==> src/rtl/pipeline_pkg.sv <==
// Types and constants shared by the pipeline stage blocks:
// the packed stage payload, its NOP value and occupancy classification.
package pipeline_pkg;

    typedef struct packed {
        logic [15:0] pc;
        logic [6:0]  opcode;
        logic [4:0]  rd;
        logic        reg_wr;
        logic        mem_rd;
        logic        mem_wr;
        logic        branch;
    } pipeline_signal_packed_t;

    localparam int PIPE_W = $bits(pipeline_signal_packed_t);

    localparam pipeline_signal_packed_t PIPE_NOP = '0;

    typedef enum logic [1:0] {
        OCC_EMPTY   = 2'd0,
        OCC_PARTIAL = 2'd1,
        OCC_FULL    = 2'd2
    } occ_state_e;

    function automatic occ_state_e occ_state(input int unsigned cnt, input int unsigned depth);
        if (cnt == 0)
            return OCC_EMPTY;
        else if (cnt == depth)
            return OCC_FULL;
        else
            return OCC_PARTIAL;
    endfunction

endpackage

==> src/rtl/pipeline_ptr_ctr.sv <==
// Wrapping W-bit pointer with increment and synchronous clear; clear wins.
// Wrap is the natural modulo-2^W overflow, so DEPTH must be a power of two.
module pipeline_ptr_ctr #(
    parameter int W = 1
) (
    input  logic         clk,
    input  logic         reset,
    input  logic         clr_i,
    input  logic         inc_i,
    output logic [W-1:0] ptr_o
);

    logic [W-1:0] ptr_q;
    logic [W-1:0] ptr_d;

    always_comb begin
        ptr_d = ptr_q;
        if (clr_i)
            ptr_d = '0;
        else if (inc_i)
            ptr_d = ptr_q + W'(1);
    end

    always_ff @(posedge clk or posedge reset) begin
        if (reset)
            ptr_q <= '0;
        else
            ptr_q <= ptr_d;
    end

    assign ptr_o = ptr_q;

endmodule

==> src/rtl/pipeline_stage_buffer.sv <==
// DEPTH-entry elastic buffer between two pipeline stages with valid/ready on both
// sides plus hazard-controller stall, bubble and nullify on the downstream side.
module pipeline_stage_buffer
    import pipeline_pkg::*;
#(
    parameter int WIDTH = 32,
    parameter int DEPTH = 2,
    parameter int CW    = $clog2(DEPTH + 1)
) (
    input  logic             clk,
    input  logic             reset,
    input  logic             in_valid,
    input  logic [WIDTH-1:0] in_data,
    output logic             in_ready,
    output logic             out_valid,
    output logic [WIDTH-1:0] out_data,
    input  logic             out_ready,
    input  logic             stall,
    input  logic             bubble,
    input  logic             nullify,
    output logic [CW-1:0]    count,
    output logic [CW-1:0]    flushed
);

    localparam int PTR_W = $clog2(DEPTH);
    localparam logic [WIDTH-1:0] NOP_PAYLOAD = WIDTH'(PIPE_NOP);

    logic [WIDTH-1:0] storage_q [DEPTH];
    logic [CW-1:0]    count_q;
    logic [CW-1:0]    count_d;
    logic [CW-1:0]    flushed_q;
    logic [CW-1:0]    flushed_d;
    logic [PTR_W-1:0] rd_ptr;
    logic [PTR_W-1:0] wr_ptr;
    occ_state_e       occ;
    logic             enq;
    logic             deq;

    assign occ = occ_state(int'(count_q), DEPTH);

    // Handshake terms depend only on registered occupancy and the controller,
    // never on out_ready/stall, so no combinational ready path crosses the block.
    assign in_ready  = (occ != OCC_FULL) & ~nullify;
    assign out_valid = (occ != OCC_EMPTY) & ~bubble;
    assign enq       = in_valid & in_ready;
    assign deq       = out_valid & out_ready & ~stall & ~nullify;
    assign out_data  = storage_q[rd_ptr];

    always_comb begin
        count_d   = count_q;
        flushed_d = flushed_q;
        if (nullify) begin
            count_d   = '0;
            flushed_d = count_q;
        end else begin
            case ({enq, deq})
                2'b10:   count_d = count_q + CW'(1);
                2'b01:   count_d = count_q - CW'(1);
                default: count_d = count_q;
            endcase
        end
    end

    always_ff @(posedge clk or posedge reset) begin
        if (reset) begin
            count_q   <= '0;
            flushed_q <= '0;
        end else begin
            count_q   <= count_d;
            flushed_q <= flushed_d;
        end
    end

    // Flushed entries are left in place; only the pointers and count forget them.
    always_ff @(posedge clk or posedge reset) begin
        if (reset) begin
            for (int i = 0; i < DEPTH; i++)
                storage_q[i] <= NOP_PAYLOAD;
        end else if (enq) begin
            storage_q[wr_ptr] <= in_data;
        end
    end

    pipeline_ptr_ctr #(.W(PTR_W)) u_rd_ptr (
        .clk   (clk),
        .reset (reset),
        .clr_i (nullify),
        .inc_i (deq),
        .ptr_o (rd_ptr)
    );

    pipeline_ptr_ctr #(.W(PTR_W)) u_wr_ptr (
        .clk   (clk),
        .reset (reset),
        .clr_i (nullify),
        .inc_i (enq),
        .ptr_o (wr_ptr)
    );

    assign count   = count_q;
    assign flushed = flushed_q;

endmodule

==> config.mk <==
export PLATFORM = sky130hd
export DESIGN_NAME = pipeline_stage_buffer
export DESIGN_NICKNAME = d
export VERILOG_FILES = /design/src/rtl/pipeline_pkg.sv /design/src/rtl/pipeline_ptr_ctr.sv /design/src/rtl/pipeline_stage_buffer.sv
export SDC_FILE = /design/constraint.sdc
export NUM_CORES = 1
export LEC_CHECK = 0
export CAP_MARGIN = 20
export CORE_AREA = 2 2 85 79
export CTS_CLUSTER_DIAMETER = 150
export DETAILED_ROUTE_END_ITERATION = 8
export DIE_AREA = 0 0 87 81
export PLACE_DENSITY = 0.83
export SKIP_CTS_REPAIR_TIMING = 1
export SYNTH_ARGS = -nofsm -noshare
export SYNTH_HDL_FRONTEND = slang
export SYNTH_SLANG_ARGS = --single-unit
export TNS_END_PERCENT = 1
==> constraint.sdc <==
create_clock -name clk -period 3.9 [get_ports clk]
set_clock_uncertainty 0.1 [all_clocks]
set_input_delay 0.39 -clock clk [delete_from_list [all_inputs] [get_ports clk]]
set_output_delay 0.39 -clock clk [all_outputs]
set_load 0.005 [all_outputs]
---- After elaboration in Yosys (flattened, before gate mapping) ----
Cells that the tools add are included.
cells by class
  $add $sub $neg .......................... 4
  $lt $le $gt $ge ......................... 3
  equal/unequal tests ..................... 4
  multiplexer cells ....................... 14
  bitwise operators ....................... 11
  reductions and logical operators ........ 6
operator list
  operator               number
  $mux W32               4
  $bwmux W64             1
  $demux W32 S1          1
  $and A1 B1 Y1          6
  $mux W2                3
  $reduce_bool A2 Y1     3
  $eq A2 B2 Y1 const B   2
  $ge A2 B2 Y1 const B   2
  $mux W1                4
  $not A1 Y2             2
  $pmux W2 S2            1
  $not A1 Y1             3
  $reduce_bool A3 Y1     1
  $add A1 B1 Y1 const B  2
  $add A2 B1 Y2 const B  1
  $eq A2 B1 Y1 const B   1
  $logic_not A2 Y1       1
  $lt A2 B1 Y1 const B   1
  $ne A2 B2 Y1 const B   1
  $sub A2 B1 Y2 const B  1
  $logic_and A1 B1 Y1    1
storage, ports and cells
  register bits after elaboration ......... 70
  bits of input ports ..................... 39
  output and inout bits ................... 38
  word-level logic and storage cells ...... 48

---- Longest topological paths before layout ----
  depth in word-level cells ............... 11
  depth in mapped cells ................... 5
  mapped depth without buffers ............ 3

---- By module ----
From an unflattened synthesis, not the netlist that was laid out.
second synthesis, totals
  cell total of the unflattened synthesis .. 208
  area, all modules ....................... 3,214.3 um2
by module, submodules not included
  module                 times used  cells each  area an instance (um2)  seq. area each (um2)
  pipeline_stage_buffer  1           200         3,131.8                 1,701.6
  pipeline_ptr_ctr       2           4           41.3                    25.0

---- Least setup slack after synthesis ----
Ideal clock, no wire load.
  kind .................................... register -> register
  start point ............................. register count_q[1] (netlist: count[1])
  end point ............................... register storage_q[0] in the netlist's numbering
  library setup time ...................... 0.125 ns
  data arrival time ....................... 1.646 ns
  required time ........................... 3.675 ns
  setup slack ............................. 2.029 ns
  stages on the path, launching flop included .. 6
  path buffers ............................ 2
  period minus slack after synthesis ...... 1.871 ns
  cell sequence ........................... dfrtp_1 > nor2b_1 > or4b_1 > buf_2 > buf_6 > mux2_4
on the way
  cells in the longest elaborated chain, start to end .. 6
  elaborated cells on any way between the ends .. 7
  classes of those cells .................. eq/ne (2); mux (2); bitwise (2); reduce/logical (1)
RTL lines
  item                           line                         source
  start, declared                pipeline_stage_buffer.sv:29  logic [CW-1:0] count_q;
  start signal, assigned         pipeline_stage_buffer.sv:69  count_q <= count_d;
  $eq A2 B2 Y1                   pipeline_pkg.sv:28           else if (cnt == depth)
  $mux W2                        pipeline_pkg.sv:28
  $mux W2 *                      pipeline_pkg.sv:26           if (cnt == 0)
  $ne A2 B2 Y1 *                 pipeline_stage_buffer.sv:43  assign in_ready = (occ != OCC_FULL) & ~nullify;
  $and A1 B1 Y1 *                pipeline_stage_buffer.sv:43
  $and A1 B1 Y1 *                pipeline_stage_buffer.sv:45  assign enq = in_valid & in_ready;
  end signal, assigned by index  pipeline_stage_buffer.sv:80  storage_q[wr_ptr] <= in_data;
  end, declared                  pipeline_stage_buffer.sv:28  logic [WIDTH-1:0] storage_q [DEPTH];
Every way passes the cells marked *; elsewhere a longest branch is shown, timed or not.
A chain may end at the register's enable or synchronous reset.

---- Worst setup path after layout ----
  start point ............................. register u_rd_ptr.ptr_q (netlist: u_rd_ptr.ptr_o)
  end point ............................... output port out_data[5]
on the way
  cells in the longest elaborated chain, start to end .. 4
RTL lines
  item                                         line                         source
  start, declared                              pipeline_ptr_ctr.sv:13       logic [W-1:0] ptr_q;
  start signal, assigned                       pipeline_ptr_ctr.sv:28       ptr_q <= ptr_d;
  $not A1 Y2 (implied by the code)             pipeline_stage_buffer.sv:47  assign out_data = storage_q[rd_ptr];
  $mux W32 (implied by the code) (3 in a row)  pipeline_stage_buffer.sv:47
  end, declared                                pipeline_stage_buffer.sv:16  output logic [WIDTH-1:0] out_data,
No other way between the ends. The select of a mux whose other input is x is not followed.

==> run summary <==
Slew at the pin with the worst max-slew slack = 0.9341 ns
Layout cells sized above 1 = 0.4167
Lkg Pwr = 0.001836 µW
RD Place Congestion = 0.7585
Routed wire length = 6.147 mm
Setup crit start kind = flop
Critical Path Sink Type = output pin
Clock buffer depth = 2
Largest net degree at the start of global routing = 47
Total power = 2180 µW
Fin worst setup slack = 0.9372 ns
Synth Cell Area = 3184 µm²
Gate Count Post-Synth = 204
Share of the synthesized area in the top cell type = 0.5501
Critical-path maximum fanout = 20
DIE WIDTH = 87 µm
Critical path class = reg2out
Status = finished, final reports clean
Synth-to-Final Area Change = 31.98%
Highest Clock Rate = 0.3375 GHz
Worst-Skew Late Latency = 0.34 ns
Wire length on met1 = 2.950 mm
Yosys top cell by area = dfrtp_1
Distinct cells, synth = 23
Total core area = 6271 µm²
Vias per cell = 5.394
Worst-path clk slew = 0.07 ns
Pre-CTS setup slack = 0.9108 ns
Detailed Route Iter0 Violations = 119
Worst EP arrival = 2.47 ns
FFs w/ async S/R, synth = 1.000
Post-synth EDFFs = 0
Vias post-DR = 1958
Synth warn = 0
Global-route wire length before repair = 10.15 mm
Filler instances = 453
Top_reg_cell synth = dfrtp_1
Post-route ant nets = 0
Max layer used = met4
Final Hold Fails = 0
Initial antenna violation count = 0
Final setup fails = 0
H-tree depth = 3
CTS sink count = 70
Largest cells by area after synthesis = dfrtp_1 (55%), mux2_2 (23%), mux2_4 (14%)
Most frequent cells after synthesis = dfrtp_1 (70), mux2_2 (66), mux2_4 (30)
Clock root cell = clkbuf_8
Crit share post-route = 0.7597
Post-Route Setup TNS = 0 ns
Synthesized area per cell = 15.61 µm²
Required time worst endpoint = 3.41 ns
Gr ovfl total = 0
Slew margin rel. = 0.3764
CTS tree = done
Final net count = 322
DP HPWL = 4.062 mm
Hold crit path type = reg2reg
RSZ-0062 raised after global routing = no
PwrDens = 518.7 nW/µm²
Metal2 WL = 2.776 mm
Starting Density = 0.5078
Peak supply drop = 294.5 µV
Wire per inst = 16.93 µm
Routed length on met3 = 376 µm
Pre-Repair DR Iteration Count = 4
Diodes inserted = 0
GRT Overall Usage = 0.1907
# port buffers = 76
Max_cap viols = 0
Sequential share of the synthesized area = 0.5501
DRC violations left = 0
Most common cell in the netlist = dfrtp_1
Syn Nets = 243
Vias in the first global route = 2037
TritonCTS Buffers = 9
Die area = 7047 µm²
FF+latch count, synth = 70
Period minus WS final = 2.963 ns
Die height = 81 µm
Io pins = 77
Final Max Slew Viols = 0
Placement Rows = 28
cell usage in the layout, fill, tap and decap left out, types with 3 or more instances in the layout:
| cell type | Yosys | layout |
|---|---|---|
| clkdlybuf4s50_1 | 0 | 76 |
| dfrtp_1 | 70 | 70 |
| mux2_2 | 66 | 66 |
| mux2_4 | 30 | 30 |
| clkbuf_8 | 0 | 9 |
| o21ai_0 | 4 | 4 |
| buf_4 | 0 | 4 |
| nor2_1 | 3 | 3 |
| a21oi_1 | 3 | 3 |
cells by family (layout without fill, tap and decap cells):
family	count (synthesis)	count (layout)	synth area share
AOI/OAI and AO/OA	9	9	0.01533
buffers and inverters	14	98	0.02553
DFF	70	70	0.5501
muxes	98	98	0.3819
and+or+nand+nor	13	13	0.02711
power by group:
group	leakage, µW	total [µW]	switching, µW	internal (µW)
clock	0.0000931	583	283	300
sequential	0.000841	1010	98.9	907
combinational	0.000902	591	161	430
critical path, stage by stage (launching register included):
cell and delay, ns:
dfrtp_1 0.91, buf_4 0.38, mux2_2 0.37, clkdlybuf4s50_1 0.47
per-layer routing:
metal,track usage,vias to the layer above
met2,0.2763,74
met5,0,-
met4,0.05000,0
li1,-,887
met1,0.2696,991
met3,0.07419,6
registers in the layout (all words and copies together), names as in the netlist:
| register | count |
|---|---|
| flushed | 2 |
| count | 2 |
| u_rd_ptr.ptr_o | 1 |
| storage_q | 64 |
| u_wr_ptr.ptr_o | 1 |
metrics by stage:
step / hold WS, ns / instances / instance area [µm²] / util
finish: 0.3945 / 363 / 4203 / 0.6702
global route: 0.4199 / 363 / 4203 / 0.6702
CTS: 0.3942 / 363 / 4203 / 0.6702
detailed placement: 0.3766 / 347 / 4004 / 0.6385
global placement: 0.3650 / 347 / 4004 / 0.6385
floorplan: 0.3541 / 204 / 3184 / -
path summary, 6_finish.rpt:
check                               start       endpoint  slack (ns)  depth (start not counted)
max                        u_rd_ptr.ptr_o    out_data[5]        0.94                          3
min                         storage_q[38]  storage_q[38]        0.39                          1
max reg2reg                      count[1]  storage_q[30]        1.34                          4
min reg2reg                 storage_q[38]  storage_q[38]        0.39                          1
max in group asynchronous           reset  storage_q[32]        2.35                          3
min in group asynchronous           reset  storage_q[20]        0.48                          2
area by class of cell:
cell class	count	area (µm²)	share of cell area
clock inverters	6	71.32	0.01697
flip-flops and latches	70	1752	0.4168
repair buffers	80	790.8	0.1882
inverters	2	7.507	0.001786
clock buffers	10	127.6	0.03037
multi-input cells	120	1360	0.3236
well taps	75	93.84	0.02233
Power figures use the tool's default switching activity.
